===== src/rtl/edge_pulse_generator.sv =====
// edge_pulse_generator: multi-channel synchronised edge detector that stretches edges into fixed-length pulses with sticky flags
module edge_pulse_generator #(
  parameter int CHANNELS     = 4,
  parameter int SYNC_STAGES  = 2,
  parameter int PULSE_CYCLES = 1,
  parameter int RETRIGGER    = 1
) (
  input  logic                  clock,
  input  logic                  reset,
  input  logic [CHANNELS-1:0]   level_in,
  input  logic [2*CHANNELS-1:0] edge_select,
  input  logic [CHANNELS-1:0]   flag_clear,
  output logic [CHANNELS-1:0]   pulse_out,
  output logic                  any_pulse_out,
  output logic [CHANNELS-1:0]   edge_flag_out
);
  localparam int cnt_w = $clog2(PULSE_CYCLES + 1);
  localparam int arm_w = $clog2(SYNC_STAGES + 2);
  localparam logic [arm_w-1:0] arm_done = arm_w'(SYNC_STAGES + 1);
  localparam logic [cnt_w-1:0] cnt_load = cnt_w'(PULSE_CYCLES);
  localparam logic [cnt_w-1:0] cnt_one  = cnt_w'(1);
  logic [CHANNELS-1:0] s, d, det;
  logic [arm_w-1:0]    arm;
  logic                armed;
  if (SYNC_STAGES == 0) begin : g_nosync
    assign s = level_in;
  end else begin : g_sync
    logic [SYNC_STAGES-1:0][CHANNELS-1:0] sync_q;
    always_ff @(posedge clock) begin
      if (reset) sync_q <= '0;
      else begin
        sync_q[0] <= level_in;
        for (int k = 1; k < SYNC_STAGES; k++) sync_q[k] <= sync_q[k-1];
      end
    end
    assign s = sync_q[SYNC_STAGES-1];
  end
  // Detection stays masked until the synchroniser and delay flops hold real input history.
  always_ff @(posedge clock) begin
    if (reset) begin
      arm <= '0;
      d   <= '0;
    end else begin
      arm <= armed ? arm : arm + arm_w'(1);
      d   <= s;
    end
  end
  assign armed         = arm == arm_done;
  assign any_pulse_out = |pulse_out;
  for (genvar g = 0; g < CHANNELS; g++) begin : g_ch
    logic [1:0]       mode;
    logic [cnt_w-1:0] cnt;
    logic             load;
    assign mode   = edge_select[2*g +: 2];
    assign det[g] = armed & ((mode[0] & s[g] & ~d[g]) | (mode[1] & ~s[g] & d[g]));
    assign load   = det[g] & ((cnt == '0) | (RETRIGGER != 0));
    always_ff @(posedge clock) begin
      if (reset) begin
        cnt              <= '0;
        pulse_out[g]     <= 1'b0;
        edge_flag_out[g] <= 1'b0;
      end else begin
        if (load) begin
          cnt          <= cnt_load;
          pulse_out[g] <= 1'b1;
        end else if (cnt != '0) begin
          cnt          <= cnt - cnt_one;
          pulse_out[g] <= cnt > cnt_one;
        end
        if (det[g]) edge_flag_out[g] <= 1'b1;
        else if (flag_clear[g]) edge_flag_out[g] <= 1'b0;
      end
    end
  end
endmodule


===== config.mk =====
export PLATFORM = sky130hd
export DESIGN_NAME = edge_pulse_generator
export DESIGN_NICKNAME = d
export VERILOG_FILES = /design/src/rtl/edge_pulse_generator.sv
export SDC_FILE = /design/constraint.sdc
export NUM_CORES = 1
export LEC_CHECK = 0
export BUFFER_PORTS_ARGS = -buffer_cell sky130_fd_sc_hd__buf_4
export CAP_MARGIN = 25
export CELL_PAD_IN_SITES_DETAIL_PLACEMENT = 1
export CELL_PAD_IN_SITES_GLOBAL_PLACEMENT = 2
export CORE_AREA = 2 2 58 60
export CTS_BUF_LIST = sky130_fd_sc_hd__clkbuf_16
export CTS_CLUSTER_DIAMETER = 100
export DETAILED_ROUTE_END_ITERATION = 8
export DIE_AREA = 0 0 60 62
export GPL_ROUTABILITY_DRIVEN = 0
export PLACE_DENSITY = 0.69
export SETUP_SLACK_MARGIN = 0.02
export SYNTH_ARGS = -nofsm -noshare
export SYNTH_HDL_FRONTEND = slang
export SYNTH_SLANG_ARGS = --single-unit

===== constraint.sdc =====
create_clock -name clock -period 1.1 [get_ports clock]
set_input_delay 0.055 -clock clock [delete_from_list [all_inputs] [get_ports clock]]
set_output_delay 0.055 -clock clock [all_outputs]
set_load 0.01 [all_outputs]

==> run metrics <==
terminus of the critical flop-to-flop path pulse_out[3]; relative slew slack 88.3%; violated checks setup timing; CP arrival 1.23 ns; Max clock buf depth 2; max incr delay on CP 0.52 ns; routed len/inst 10.4 um; commonest non-fill, non-tap cell in the layout buf_4; Worst Reg2Reg Path Length in Cells 4; hold_buf cts 0; Crit Path Class flip-flop to output port; sequential share of the synthesized area 59.1%; Nets 126; crit path cell chain or4_4, buf_6; I/O Pins 27; hold slack final 0.00619 ns; worst setup path end any_pulse_out; Leak 0.587 nW; Syn Nets 94; Critical-path top delay cell or4_4; CTS clk-pin slew, worst paths 0.06 ns; mapped cell area 881 um2; fin crit share 117%; gr usage total 9.57%; Antenna Cells 0; Yosys reg bits 26; fin worst setup slack -0.185 ns; Sum Neg Setup Slack -0.185 ns; drt total wl 1580 um; largest net degree at the start of global routing 17; initial drt markers 9; maxcap violations 0; status finished, violations left; Finished Cell Area 1270 um2; RSZ-0062 raised after global routing true; total CTS buffers 3; Clock Sinks 26; Critical Path RT 1.04 ns; FMAX between 0.7 and 0.8 GHz; count of input and output buffers 26; Gate Count Post-Synth 75; Avg Vias per Cell just over 4; Area growth, synth to finish 44.6%; # H-tree levels 1; chip height 62 um; root buf cell clkbuf_16; VDD IR max a little over 0.8 mV; post-DP HPWL 1190 um; CP startpoint pulse_out[3]; GRT Residual Overflow 0; most frequent cells in the layout 28 x buf_4, 24 x dfxtp_1, 12 x nor2b_1; Critical Path Start Type flip-flop; final setup fails 1; # DRC 0; area occupied by multi-input gates 367 um2; vias in the first global route 620; worst min path class input port to flip-flop; crit path max fanout 2; flop-to-flop setup slack 0.10 ns; row count 21; Crit Reg-Reg Startpoint arm[0]; first-pass GRT wire length 2600 um; Final Hold Violating Endpoints 0; Netlist cell types 12; total power 2.22 mW; initial antenna violation count 0; Core Util, Final 40.1%; DRT antenna net count 0; Reg area between 500 and 600 um2; Tmin final 1.28 ns; Starting Density between 20% and 30%; Fin Clk Skew between 0.0009 and 0.001 ns; Max Slew Vio Count 0; FILL cells 361; First-pass DRT Iterations 4; slew of the pin with the lowest slew margin about 0.18 ns; Placed Area between 1000 and 1500 um2; DIE WIDTH 60 um; routed vias 630; Core Area roughly 3200 um2; syn_area_per_cell 11.7 um2; WP buf/inv 1; crit path capture type output port; Power Dens Cells 1740 nW/um2; Clock Latency Late Sink 0.25 ns; die footprint 3720 um2; Syn. warnings 0; Worst path top cell family by delay simple AND/OR/NAND/NOR gates; CTS tree built; layout cells sized above 1 about two fifths; critical path depth in cells 2
where the power goes:
group | switching (mW) | internal [mW]
Sequential | 0.0270 | 0.981
Combinational | 0.0695 | 0.106
Clock | 0.310 | 0.723
layer usage:
| metal | up-vias | global-route usage (%) | share of wire [%] |
|---|---|---|---|
| met2 | 19 | 18.0 | 51 |
| met5 | - | 0 | 0 |
| li1 | 310 | - | - |
| met1 | 299 | 10.0 | 41 |
| met3 | 2 | 2.07 | 6.2 |
| met4 | 0 | 4.76 | 0.82 |
worst min-delay path by stage:
stage	start	cells past startpoint	to	slack [ns]
5_1_grt	level_in[2]	2	g_sync.sync_q[2]	0.006
3_5_place_dp	level_in[0]	2	g_sync.sync_q[0]	0.27
3_3_place_gp	level_in[3]	2	g_sync.sync_q[3]	0.27
4_1_cts	level_in[0]	2	g_sync.sync_q[0]	0.002
6_report	level_in[0]	2	g_sync.sync_q[0]	0.006
2_1_floorplan	level_in[0]	1	g_sync.sync_q[0]	0.18
area by class of cell:
class                   instances  area share [%]
clock buffers                   3            5.89
clock inverters                 1            2.36
multi-input cells              47            28.8
flip-flops and latches         26            41.1
well taps                      46            4.52
repair buffers                 29            17.4
cells in the mapped netlist:
cell	count	area share, %
nor2_1	10	4.3
mux2i_1	1	1.1
a21oi_4	4	7.4
a21o_1	8	6.8
buf_2	2	1.1
nand3b_1	8	6.8
or4_1	1	0.85
nor2b_1	12	8.5
nand2b_4	1	1.6
ha_1	1	1.4
xor2_1	1	0.99
dfxtp_1	26	59
worst register-to-register path, delay by kind of cell, from the launching register on:
family,cells,cell delay [ns]
AND/OR/NAND/NOR,1,0.11
AO/OA/AOI/OAI,2,0.25
flip-flops,1,0.40
adder cells (fa/ha/maj),1,0.19
sequential cells by signal, summed over array words and instances, names as in the netlist:
name,count
arm,2
d,4
edge_flag_out,4
g_ch.cnt,4
g_sync.sync_q,4
pulse_out,4
s,4
kinds of logic after synthesis:
group / after synthesis / share of synthesized area (%)
AO/OA/AOI/OAI: 12 / 14.2
XOR/XNOR: 1 / 0.994
adder cells (fa/ha/maj): 1 / 1.42
buffers and inverters: 2 / 1.14
flip-flops: 26 / 59.1
multiplexers: 1 / 1.14
AND/OR/NAND/NOR: 32 / 22.0
metrics by stage:
step	setup slack (ns)	cells
after floorplan	0.0999	75
after global placement	0.0602	146
after detailed placement	0.0331	146
after CTS	-0.197	151
after global routing	-0.205	152
final	-0.185	152
what timing repair did:
item                       4_1_cts  5_1_grt
gates cloned                     0        0
setup buffers                    1        1
setup endpoints to repair        4        5
hold endpoints to repair         0        0
resized for setup                4        2
Power figures use the tool's default switching activity.
